===== config.mk =====
export PLATFORM = sky130hd
export DESIGN_NAME = mem_stage
export DESIGN_NICKNAME = d
export VERILOG_FILES = /design/src/rtl/mem_stage_pkg.sv /design/src/rtl/mem_stage_load_align.sv /design/src/rtl/mem_stage.sv
export SDC_FILE = /design/constraint.sdc
export NUM_CORES = 1
export LEC_CHECK = 0
export ABC_CLOCK_PERIOD_IN_PS = 3100
export CAP_MARGIN = 0
export CORE_AREA = 2 2 216 218
export CTS_BUF_LIST = sky130_fd_sc_hd__clkbuf_8 sky130_fd_sc_hd__clkbuf_16
export CTS_CLUSTER_DIAMETER = 150
export DETAILED_ROUTE_END_ITERATION = 8
export DIE_AREA = 0 0 218 220
export GPL_TIMING_DRIVEN = 0
export PLACE_DENSITY = 0.67
export SYNTH_ARGS = -nofsm -noshare
export SYNTH_HDL_FRONTEND = slang
export SYNTH_HIERARCHICAL = 1
export SYNTH_SLANG_ARGS = --single-unit
export TNS_END_PERCENT = 30

===== constraint.sdc =====
create_clock -name clk -period 3.1 [get_ports clk]
set_clock_uncertainty 0.2 [all_clocks]
set_input_delay 0.465 -clock clk [delete_from_list [all_inputs] [get_ports clk]]
set_output_delay 0.465 -clock clk [all_outputs]
set_load 0.02 [all_outputs]

===== src/rtl/mem_stage_pkg.sv =====
// Shared types and helpers for the memory-access stage.
package mem_stage_pkg;

    typedef enum logic {
        IDLE = 1'b0,
        WAIT = 1'b1
    } state_e;

    // Load encodings of funct3
    localparam logic [2:0] F3_LB  = 3'b000;
    localparam logic [2:0] F3_LH  = 3'b001;
    localparam logic [2:0] F3_LW  = 3'b010;
    localparam logic [2:0] F3_LD  = 3'b011;
    localparam logic [2:0] F3_LBU = 3'b100;
    localparam logic [2:0] F3_LHU = 3'b101;
    localparam logic [2:0] F3_LWU = 3'b110;

    // Store encodings of funct3
    localparam logic [2:0] F3_SB  = 3'b000;
    localparam logic [2:0] F3_SH  = 3'b001;
    localparam logic [2:0] F3_SW  = 3'b010;
    localparam logic [2:0] F3_SD  = 3'b011;

    // Byte mask for the access size; the low two bits carry the size
    // for both loads and stores (111 falls into the doubleword case).
    function automatic logic [7:0] size_mask(input logic [2:0] funct3);
        logic [7:0] m;
        case (funct3[1:0])
            2'b00:   m = 8'h01;
            2'b01:   m = 8'h03;
            2'b10:   m = 8'h0F;
            default: m = 8'hFF;
        endcase
        return m;
    endfunction

    // Natural alignment: the offset must be a multiple of the access size.
    function automatic logic is_aligned(input logic [2:0] funct3, input logic [2:0] addr);
        logic ok;
        case (funct3[1:0])
            2'b00:   ok = 1'b1;
            2'b01:   ok = ~addr[0];
            2'b10:   ok = (addr[1:0] == 2'b00);
            default: ok = (addr == 3'b000);
        endcase
        return ok;
    endfunction

endpackage


===== src/rtl/mem_stage_load_align.sv =====
// Load data extraction: shift the doubleword down to the accessed byte,
// then sign- or zero-extend according to funct3.
module load_align
    import mem_stage_pkg::*;
(
    input  logic [63:0] rdata,
    input  logic [2:0]  offset,
    input  logic [2:0]  funct3,
    output logic [63:0] data
);

    logic [63:0] shifted;

    // Align and extend in one combinational step
    always_comb begin
        shifted = rdata >> {offset, 3'b000};
        case (funct3)
            F3_LB:   data = {{56{shifted[7]}},  shifted[7:0]};
            F3_LH:   data = {{48{shifted[15]}}, shifted[15:0]};
            F3_LW:   data = {{32{shifted[31]}}, shifted[31:0]};
            F3_LBU:  data = {56'd0, shifted[7:0]};
            F3_LHU:  data = {48'd0, shifted[15:0]};
            F3_LWU:  data = {32'd0, shifted[31:0]};
            default: data = shifted;  // LD, and 111 treated as LD
        endcase
    end

endmodule


===== src/rtl/mem_stage.sv =====
// Memory-access stage: issues loads/stores on a req/ack bus, stalls the
// upstream pipe while a transaction is outstanding and drives the MEM/WB
// register plus the forwarding value back to the ALU.
module mem_stage
    import mem_stage_pkg::*;
#(
    parameter int BUS_DATA_WIDTH = 64,
    parameter int MEM_TIMEOUT    = 255
) (
    input  logic                      clk,
    input  logic                      reset,
    input  logic                      inValid,
    input  logic [BUS_DATA_WIDTH-1:0] inResult,
    input  logic [BUS_DATA_WIDTH-1:0] inStoreData,
    input  logic [2:0]                inFunct3,
    input  logic                      inMemRead,
    input  logic                      inMemWrite,
    input  logic                      inMemOrReg,
    input  logic                      inRegWrite,
    input  logic [4:0]                inDestReg,
    output logic                      memReq,
    output logic                      memWe,
    output logic [BUS_DATA_WIDTH-1:0] memAddr,
    output logic [BUS_DATA_WIDTH-1:0] memWdata,
    output logic [7:0]                memStrb,
    input  logic                      memAck,
    input  logic [BUS_DATA_WIDTH-1:0] memRdata,
    output logic                      outStall,
    output logic                      outValid,
    output logic [BUS_DATA_WIDTH-1:0] outResult,
    output logic [BUS_DATA_WIDTH-1:0] outLoadData,
    output logic                      outMemOrReg,
    output logic                      outRegWrite,
    output logic [4:0]                outDestReg,
    output logic [BUS_DATA_WIDTH-1:0] outMemResult,
    output logic                      outMisaligned,
    output logic                      outBusError
);

    // Counter only needs to reach MEM_TIMEOUT-1; the timeout fires on that value.
    localparam int CNT_W = (MEM_TIMEOUT > 2) ? $clog2(MEM_TIMEOUT) : 1;

    state_e             state_q, state_d;
    logic [CNT_W-1:0]   cnt_q, cnt_d;
    logic               req_q, req_d;
    logic               we_q, we_d;
    logic [63:0]        addr_q, addr_d;
    logic [63:0]        wdata_q, wdata_d;
    logic [7:0]         strb_q, strb_d;
    logic [2:0]         f3_q, f3_d;
    logic               lmor_q, lmor_d;
    logic               lrw_q, lrw_d;
    logic [4:0]         ldst_q, ldst_d;

    logic               out_valid_q, out_valid_d;
    logic [63:0]        out_result_q, out_result_d;
    logic [63:0]        out_load_q, out_load_d;
    logic               out_mor_q, out_mor_d;
    logic               out_rw_q, out_rw_d;
    logic [4:0]         out_dst_q, out_dst_d;
    logic               out_mis_q, out_mis_d;
    logic               out_berr_q, out_berr_d;

    logic [63:0]        ld_data;
    logic [63:0]        st_rep;

    load_align u_load_align (
        .rdata  (memRdata),
        .offset (addr_q[2:0]),
        .funct3 (f3_q),
        .data   (ld_data)
    );

    // Replicate the low store bytes across every byte lane
    always_comb begin
        case (inFunct3[1:0])
            2'b00:   st_rep = {8{inStoreData[7:0]}};
            2'b01:   st_rep = {4{inStoreData[15:0]}};
            2'b10:   st_rep = {2{inStoreData[31:0]}};
            default: st_rep = inStoreData;
        endcase
    end

    // Next-state, bus and MEM/WB register computation
    always_comb begin
        state_d      = state_q;
        cnt_d        = cnt_q;
        req_d        = req_q;
        we_d         = we_q;
        addr_d       = addr_q;
        wdata_d      = wdata_q;
        strb_d       = strb_q;
        f3_d         = f3_q;
        lmor_d       = lmor_q;
        lrw_d        = lrw_q;
        ldst_d       = ldst_q;
        out_valid_d  = 1'b0;
        out_result_d = out_result_q;
        out_load_d   = out_load_q;
        out_mor_d    = out_mor_q;
        out_rw_d     = out_rw_q;
        out_dst_d    = out_dst_q;
        out_mis_d    = 1'b0;
        out_berr_d   = 1'b0;

        case (state_q)
            IDLE: begin
                if (inValid) begin
                    if (!(inMemRead || inMemWrite)) begin
                        out_valid_d  = 1'b1;
                        out_result_d = inResult;
                        out_load_d   = '0;
                        out_mor_d    = inMemOrReg;
                        out_rw_d     = inRegWrite;
                        out_dst_d    = inDestReg;
                    end else if (!is_aligned(inFunct3, inResult[2:0])) begin
                        // Trap without touching the bus; suppress the write-back
                        out_valid_d  = 1'b1;
                        out_mis_d    = 1'b1;
                        out_result_d = inResult;
                        out_load_d   = '0;
                        out_mor_d    = inMemOrReg;
                        out_rw_d     = 1'b0;
                        out_dst_d    = inDestReg;
                    end else begin
                        state_d = WAIT;
                        cnt_d   = '0;
                        req_d   = 1'b1;
                        we_d    = inMemWrite;
                        addr_d  = inResult;
                        wdata_d = st_rep;
                        strb_d  = size_mask(inFunct3) << inResult[2:0];
                        f3_d    = inFunct3;
                        lmor_d  = inMemOrReg;
                        lrw_d   = inRegWrite;
                        ldst_d  = inDestReg;
                    end
                end
            end
            WAIT: begin
                if (memAck) begin
                    // Ack beats a simultaneous timeout
                    state_d      = IDLE;
                    req_d        = 1'b0;
                    out_valid_d  = 1'b1;
                    out_result_d = addr_q;
                    out_load_d   = we_q ? 64'd0 : ld_data;
                    out_mor_d    = lmor_q;
                    out_rw_d     = lrw_q;
                    out_dst_d    = ldst_q;
                end else if (cnt_q == CNT_W'(MEM_TIMEOUT - 1)) begin
                    state_d      = IDLE;
                    req_d        = 1'b0;
                    out_valid_d  = 1'b1;
                    out_berr_d   = 1'b1;
                    out_result_d = addr_q;
                    out_load_d   = '0;
                    out_mor_d    = lmor_q;
                    out_rw_d     = 1'b0;
                    out_dst_d    = ldst_q;
                end else begin
                    cnt_d = cnt_q + CNT_W'(1);
                end
            end
            default: state_d = IDLE;
        endcase
    end

    // State and output registers; reset abandons any transaction in flight
    always_ff @(posedge clk) begin
        if (reset) begin
            state_q      <= IDLE;
            cnt_q        <= '0;
            req_q        <= 1'b0;
            we_q         <= 1'b0;
            addr_q       <= '0;
            wdata_q      <= '0;
            strb_q       <= '0;
            f3_q         <= '0;
            lmor_q       <= 1'b0;
            lrw_q        <= 1'b0;
            ldst_q       <= '0;
            out_valid_q  <= 1'b0;
            out_result_q <= '0;
            out_load_q   <= '0;
            out_mor_q    <= 1'b0;
            out_rw_q     <= 1'b0;
            out_dst_q    <= '0;
            out_mis_q    <= 1'b0;
            out_berr_q   <= 1'b0;
        end else begin
            state_q      <= state_d;
            cnt_q        <= cnt_d;
            req_q        <= req_d;
            we_q         <= we_d;
            addr_q       <= addr_d;
            wdata_q      <= wdata_d;
            strb_q       <= strb_d;
            f3_q         <= f3_d;
            lmor_q       <= lmor_d;
            lrw_q        <= lrw_d;
            ldst_q       <= ldst_d;
            out_valid_q  <= out_valid_d;
            out_result_q <= out_result_d;
            out_load_q   <= out_load_d;
            out_mor_q    <= out_mor_d;
            out_rw_q     <= out_rw_d;
            out_dst_q    <= out_dst_d;
            out_mis_q    <= out_mis_d;
            out_berr_q   <= out_berr_d;
        end
    end

    assign memReq        = req_q;
    assign memWe         = we_q;
    assign memAddr       = {addr_q[63:3], 3'b000};
    assign memWdata      = wdata_q;
    assign memStrb       = strb_q;
    assign outStall      = (state_q == WAIT);
    assign outValid      = out_valid_q;
    assign outResult     = out_result_q;
    assign outLoadData   = out_load_q;
    assign outMemOrReg   = out_mor_q;
    assign outRegWrite   = out_rw_q;
    assign outDestReg    = out_dst_q;
    assign outMemResult  = out_mor_q ? out_load_q : out_result_q;
    assign outMisaligned = out_mis_q;
    assign outBusError   = out_berr_q;

endmodule


# ---- After elaboration in Yosys (flattened, before gate mapping)
# Index checks and enable logic that the tools add are counted.
# Widths: inputs -> output; s select.
dict set report word_totals {
  ff_bits 295
  inputBits 208
  out_inout_bits 341
  elab_cells 118
}
dict set report classes {
  addsub 1
  eq_ne 15
  shift 2
  muxes 66
  n_bitwise 4
  reduce_logical 11
}
# operator n
set op_table {}
lappend op_table {{$mux 64} 12}
lappend op_table {{$pmux 64 s6} 1}
lappend op_table {{$pmux 64 s2} 2}
lappend op_table {{$pmux 64 s3} 1}
lappend op_table {{$mux 8} 9}
lappend op_table {{$shr 64x6->64} 1}
lappend op_table {{$mux 1} 27}
lappend op_table {{$mux 5} 5}
lappend op_table {{$pmux 8 s3} 1}
lappend op_table {{$pmux 8 s2} 1}
lappend op_table {{$ne 2x2->1 const B} 5}
lappend op_table {{$pmux 1 s2} 5}
lappend op_table {{$pmux 5 s2} 1}
lappend op_table {{$eq 3x3->1 const B} 3}
lappend op_table {{$add 8x1->8 const B} 1}
lappend op_table {{$eq 8x8->1 const B} 1}
lappend op_table {{$reduce_and 4->1} 2}
lappend op_table {{$shl 8x3->8} 1}
lappend op_table {{$logic_not 3->1} 2}
lappend op_table {{$reduce_and 5->1} 1}
lappend op_table {{$logic_not 2->1} 2}
lappend op_table {{$not 1->1} 4}
lappend op_table {{$reduce_or 4->1} 1}
lappend op_table {{$eq 3x1->1 const B} 1}
lappend op_table {{other kinds (9)} 9}

# ---- Depth between registers and ports, before layout
# Gate-level depths: netlist (run 1).
dict set report depth {
  ltp_word 10
  ltp_mapped 8
  depth_no_buf 6
}

# ---- Modules after synthesis
# The synthesis (run 1) kept the hierarchy.
# module n_inst cells_each area_each_um2 seq_area_each_um2
set by_module_without_submodules {}
lappend by_module_without_submodules {mem_stage 1 1503 13636.8 5905.7}
lappend by_module_without_submodules {load_align 1 293 2338.5 0.0}

# ---- Worst setup path before layout (run 1)
# Ideal clock, no wire load.
dict set report synth_timing {
  kind {flip-flop to output port}
  start {register out_mor_q (netlist: outMemOrReg)}
  end {output port outMemResult[14]}
  arrival_ns 1.554
  required_time_ns 2.435
  slack_ns 0.881
  stages_incl_launch_ff 4
  n_path_buf 2
  cell_sequence {dfxtp_1 -> clkbuf_1 -> clkbuf_1 -> mux2_2}
}
dict set report synth_via {
  elab_chain_len 1
}
# item line
set synth_rtl {}
lappend synth_rtl {{from (decl)} mem_stage.sv:58} ;# logic out_mor_q, out_mor_d;
lappend synth_rtl {{from (signal assigned)} mem_stage.sv:206} ;# out_mor_q <= out_mor_d;
lappend synth_rtl {{$mux 64} mem_stage.sv:226} ;# assign outMemResult = out_mor_q ? out_load_q : out_result_q;
lappend synth_rtl {{to (decl)} mem_stage.sv:35} ;# output logic [BUS_DATA_WIDTH-1:0] outMemResult,
# No other way between the ends.

# ---- Worst setup path in the final report (run 1)
dict set report layout_timing {
  start {register out_mor_q (netlist: outMemOrReg)}
  end {output port outMemResult[49]}
}
# Same word-level chain as after synthesis.

==> results of run 1 <==
-- synthesized netlist by cell type, types with 3 or more instances --
cell / count
nand2_1: 392
dfxtp_1: 295
mux2i_1: 162
mux2_2: 138
a21oi_1: 105
nor2_1: 81
clkbuf_1: 75
buf_4: 69
a22o_1: 67
buf_2: 61
o21ai_0: 58
a211oi_1: 36
mux4_2: 31
nand4_1: 31
nand3_1: 25
buf_6: 18
nor3_1: 18
o211ai_1: 12
nor2b_1: 11
and3_1: 10
nand3b_1: 9
o2bb2ai_1: 9
a311oi_1: 8
inv_1: 6
o2111ai_1: 6
or3_1: 6
and2_1: 5
buf_1: 5
nand3_2: 4
and2_0: 3
nand2b_1: 3
o21a_1: 3
-- how the worst min path moves through the flow --
| stage | start | end | slack, ps | cells past startpoint |
|---|---|---|---|---|
| 6_report | memWdata[51] | memWdata[51] | 260 | 2 |
| 5_1_grt | lmor_q | lmor_q | 270 | 2 |
| 4_1_cts | lmor_q | lmor_q | 250 | 2 |
| 3_5_place_dp | lmor_q | lmor_q | 240 | 2 |
| 3_3_place_gp | lmor_q | lmor_q | 240 | 2 |
| 2_1_floorplan | lrw_q | lrw_q | 230 | 2 |
-- placed cells by master (no fill, tap or decap), drive strengths merged, types with 3 or more instances in the layout --
master and count:
clkdlybuf4s50 542, nand2 392, dfxtp 295, mux2i 162, buf 152, mux2 138, clkbuf 120, a21oi 106
nor2 81, a22o 67, o21ai 59, a211oi 36, nand4 31, mux4 31, nand3 29, nor3 18
inv 13, o211ai 13, nor2b 12, clkinv 11, and3 10, nand3b 9, o2bb2ai 9, a311oi 8
and2 8, o2111ai 6, or3 6, diode 5, nand2b 3, o21a 3, conb 3, a221oi 3
or4 3
-- worst min-delay path, cell delays in order, from the launching register on --
cell	delay (ps)
dfxtp_1	310
nand2_1	50
a21oi_1	50
-- metal layers --
metal	share of wire	GRT usage
met4	0.027	0.0880
met5	0.00095	0
met1	0.39	0.331
met2	0.50	0.500
met3	0.082	0.0766
-- stage by stage --
stage | TNS, ps | cells | power [mW] | area, um^2 | hold WS, ps
finish | 0 | 3015 | 11.0 | 23400 | 257
global placement | -30000 | 2948 | 6.90 | 22200 | 239
detailed placement | -31090 | 2948 | 6.93 | 22200 | 245
global route | 0 | 3011 | 11.4 | 23400 | 269
CTS | 0 | 3010 | 11.1 | 23400 | 254
floorplan | 0 | 1798 | 5.64 | 16000 | 232
-- cells by family (layout without fill, tap and decap cells) --
kind of cell             Yosys count  after routing  synth area share
AO/OA/AOI/OAI                    320            320             0.136
multiplexers                     331            331             0.242
other                              1              8          0.000235
buffers and inverters            237            842            0.0852
AND/OR/NAND/NOR                  610            610             0.165
adder cells (fa/ha/maj)            2              2           0.00157
flip-flops                       295            295             0.370
-- registers in the layout, summed over array words and instances, names as in the netlist --
name,count
addr_q,64
cnt_q,8
f3_q,3
ldst_q,5
lmor_q,1
lrw_q,1
memReq,1
memStrb,8
memWdata,64
memWe,1
outBusError,1
outDestReg,5
outLoadData,64
outMemOrReg,1
outMisaligned,1
outRegWrite,1
outResult,64
outStall,1
outValid,1
-- what timing repair did --
action,4_1_cts,5_1_grt
cloned,0,0
hold endpoints to repair,0,0
endpoints found under the setup margin,64,2
gates resized for setup,17,1
-- power breakdown --
part	internal, mW	switching, mW	total, mW	leakage, nW
sequential	3.99	0.168	4.16	2.40
combinational	1.28	1.44	2.71	6.08
clock	2.47	1.67	4.14	0.599
total	7.74	3.27	11.0	9.08
-- cell type report --
class | count | area share
Clock buffer | 43 | 0.0431
Antenna cell | 5 | 0.000535
Buffer | 229 | 0.0590
Timing Repair Buffer | 543 | 0.232
Tap cell | 607 | 0.0325
Clock inverter | 19 | 0.00631
Sequential cell | 295 | 0.252
Multi-Input combinational cell | 1266 | 0.373
Inverter | 8 | 0.00128
==> impl_results.md, run 1 <==
* Critical path's top delay family: buffers and inverters
* Synth Flop Type: dfxtp_1
* Pwr dens at 471 nW/um^2
* Setup WS pre-CTS at -725 ps
* Fin crit share at 0.973
* Cts bufs inserted at 35
* Register area share after synthesis at 0.370
* Hold-fix buffers at CTS at 0
* Nets@finish at 2588
* Antenna Nets Post-Route at 0
* EDFF count, synth at 0
* Crit. End Element: output port
* Hold WC Path Type: reg -> reg
* Drt via density at 5.32
* CP endpoint: outMemResult[49]
* Final hold vios at 0
* 1st-pass router iterations at 5
* Hpwl dp at 55500 um
* First-pass GRT wire length at 102000 um
* CTS tree: done
* Core area at 45900 um^2
* Number of setup buffers added after CTS at 0
* Status: completed
* Clock slew at reported path FFs at 60 ps
* Clock sink count at 295
* Root buffer selected by CTS: clkbuf_16
* Reg-to-reg critical path endpoint: outLoadData[17]
* Final WS setup at 82.5 ps
* Worst Tran Pin Value at 1070 ps
* Routed WL per cell at 23.3 um
* WP data required at 2430 ps
* Grt ovf at 0
* Vias in the first global route at 15.9k
* Slew headroom at 0.288
* CP max-delay cell: clkdlybuf4s50_1
* Die X at 218 um
* # port buffers at 543
* CP peak stage delay at 550 ps
* Reg area at 5910 um^2
* Initial antenna violation count at 9
* Crit path depth at 4
* Vias at 16.0k
* Arr. time, crit path at 2350 ps
* Max clock buf depth at 3
* Routability cong. at 0.937
* Top-area cell type share of the netlist area at 0.370
* Largest cells by area after synthesis: dfxtp_1 37%, mux2i_1 10%, mux2_2 9.7%
* Core Rows at 79
* Setup CP Type: reg -> out
* H-tree depth at 2
* Share of cells above drive strength 1 at 0.164
* Die area at 48000 um^2
* Peak VDD IR at 0.000293 V
* Max Slew Vio Count at 0
* RR Startpoint: addr_q[0]
* Multi-input logic area at 8720 um^2
* Seq cells post-synth at 295
* Max-cap violation count at 0
* CP startpoint: outMemOrReg
* Synthesized instance count at 1796
* Final setup viols at 0
* Post-synth ARST share at 0
* Max Freq at 331 MHz
* Netlist cell types at 58
* R2r worst-path depth at 8
* Crit Path Max Fanout at 10
* Mean post-synth cell area at 8.89 um^2
* Clk Latency, worst-skew pair at 540 ps
* Synthesized cell area at 16000 um^2
* Final Core Density at 0.510
* CP Cell Sequence: clkbuf_16 -> clkbuf_4 -> mux2_2 -> clkdlybuf4s50_1
* Setup slack, reg-to-reg at 150 ps
* Setup crit start kind: flip-flop
* Buffers plus inverters on the worst setup path at 3
* Leakage power at 9.08 nW
* Drt initial violations at 1077
* Final min period at 3020 ps
* Initial Utilization at 0.348
* WL final at 70300 um
* Overall routing resource usage at 0.283
* Synth warn at 6
* Largest net degree at the start of global routing at 15
* Area growth syn-to-layout at 46.4%
* RSZ-0062 raised after global routing: no
* Top Ports at 549
* DRC at 0
* Post-synth top area cell: dfxtp_1
* Floorplan die height at 220 um
* Fillers at 4343
No activity file was read; power rests on OpenSTA's default activity.
==> inputs of run 2 (changes only) <==
- CORE_AREA: 2 2 216 218 -> 5 5 212 214
- DIE_AREA: 0 0 218 220 -> 0 0 217 219
- PLACE_DENSITY: 0.67 -> 0.71
==> run 2 against run 1 <==
Against the previous run: clock-buffer cell count is 1 lower; total power is 1.0% lower; cell count is 2.0% lower; utilization is 3.5 points higher; die area is 0.91% lower; sequential share of layout area is 0.13 points higher; global-route usage is 0.15 points higher; critical path type unchanged.
==> impl_results.md, run 2 (synthesis gave the netlist of run 1 again) <==
* Max Slew Vio Count at 0
* Final min period at 3030 ps
* GR Util met2 at 0.507
* Initial Utilization at 0.374
* Vias in the first global route at 16.1k
* Crit. End Element: output port
* Cts bufs inserted at 35
* R2r worst-path depth at 8
* Final Power at 10.9 mW
* Max-cap violation count at 0
* Status: completed
* Nets@finish at 2588
* Max Freq at 330 MHz
* Max clock buf depth at 3
* Root buffer selected by CTS: clkbuf_16
* CP startpoint: outMemOrReg
* GR peak layer: met2
* Commonest cells after routing, fill and taps aside: 542 x clkdlybuf4s50_1, 392 x nand2_1, 294 x dfxtp_1
* Die X at 217 um
* Setup slack, reg-to-reg at 100 ps
* Vias at 16.1k
* Clock sink count at 295
* # port buffers at 543
* GR Layer Usage met1 at 0.333
* Setup crit start kind: flip-flop
* Crit Path Max Fanout at 10
* DRC at 0
* Area growth syn-to-layout at 45.7%
* Hold_sp: memStrb[3]
* Share of cells above drive strength 1 at 0.162
* Routability cong. at 0.966
* Routed WL per cell at 24.1 um
* CTS tree: done
* Met3 Use GR at 0.0768
* Fin crit share at 0.978
* Peak VDD IR at 0.000288 V
* Hpwl dp at 56100 um
* Setup TNS at 0 ps
* Clk Latency, worst-skew pair at 540 ps
* Post-route insts no fill at 2956
* Hold Worst Slack at 252 ps
* Setup CP Type: reg -> out
* Reg-to-reg critical path endpoint: outLoadData[32]
* RR Startpoint: addr_q[0]
* Slew headroom at 0.272
* First-pass GRT wire length at 103000 um
* CP max-delay cell: clkdlybuf4s50_1
* WL final at 71200 um
* Arr. time, crit path at 2370 ps
* Overall routing resource usage at 0.284
* Placed insts at 2887
* H-tree depth at 2
* Fillers at 3928
* Final setup viols at 0
* Core area at 42700 um^2
* Die area at 47500 um^2
* Top Ports at 549
* CP endpoint: outMemResult[54]
* CP peak stage delay at 550 ps
* Floorplan die height at 219 um
* 1st-pass router iterations at 5
* Pwr dens at 468 nW/um^2
* Grt ovf at 0
* Initial antenna violation count at 11
* Commonest non-fill, non-tap cell in the layout: clkdlybuf4s50_1
* Leakage power at 9.07 nW
* Drt via density at 5.45
* Drt initial violations at 1155
* Hold WC Path Type: reg -> reg
* Final hold vios at 0
* Antenna Nets Post-Route at 0
* WP data required at 2430 ps
* Core Rows at 76
* RSZ-0062 raised after global routing: no
* CP Cell Sequence: clkbuf_16 -> clkbuf_4 -> mux2_2 -> clkdlybuf4s50_1
* Largest net degree at the start of global routing at 14
* Clock slew at reported path FFs at 60 ps
* Worst Tran Pin Value at 1090 ps
## run 2: cell types whose count changed in the layout (fill, tap and decap cells not counted), moves of 2 or more
cell / before / now
clkbuf_8: 7 / 5
clkinv_2: 8 / 5
diode_2: 5 / 9
clkinv_4: 2 / 0
inv_1: 12 / 16
## run 2: layer usage
| layer | vias up | part of all wire |
|---|---|---|
| met1 | 7806 | 0.39 |
| li1 | 7459 | - |
| met5 | - | 0.00065 |
| met2 | 705 | 0.50 |
| met4 | 8 | 0.030 |
| met3 | 125 | 0.080 |
## run 2: final cells by class
class,instances,area (um^2),share of cell area
multi-input cells,1266,8720,0.375
clock buffers,42,995,0.0427
plain buffers,229,1370,0.0590
inverters,8,30.0,0.00129
flip-flops and latches,295,5910,0.254
well taps,546,683,0.0294
repair buffers,543,5440,0.234
diodes,9,22.5,0.000968
clock inverters,18,108,0.00462
## run 2: how the worst min path moves through the flow
stage | endpoint | slack [ps] | depth (start not counted)
after floorplan | lrw_q | 230 | 2
after CTS | outMisaligned | 250 | 4
after detailed placement | memStrb[3] | 250 | 2
after global placement | ldst_q[3] | 240 | 2
final | memStrb[3] | 250 | 2
after global routing | memStrb[5] | 270 | 2
## run 2: metrics by stage
step / util / instance area (um^2) / setup WS, ps
final: 0.545 / 23300 / 68.1
after detailed placement: 0.518 / 22100 / -163
after CTS: 0.544 / 23200 / 5.76
after global routing: 0.545 / 23300 / 0.710
after global placement: 0.518 / 22100 / -699
after floorplan: - / 16000 / 881
## run 2: critical path: cells and delay by family, from the launching register on
| kind | cells | cell delay, ps |
|---|---|---|
| DFF | 1 | 410 |
| muxes | 1 | 360 |
| buffers and inverters | 3 | 1050 |
## run 2: report_power, final
group / switching (mW) / total (mW) / internal [mW]
registers: 0.168 / 4.16 / 3.99
logic: 1.43 / 2.71 / 1.28
clock network: 1.68 / 4.03 / 2.35
## run 2: what timing repair did
| item | 4_1_cts | 5_1_grt |
|---|---|---|
| setup buffers | 0 | 0 |
| setup endpoints to repair | 64 | 9 |
| hold buffers | 0 | 0 |
| gates resized for setup | 14 | 4 |
| pin swaps | 0 | 0 |
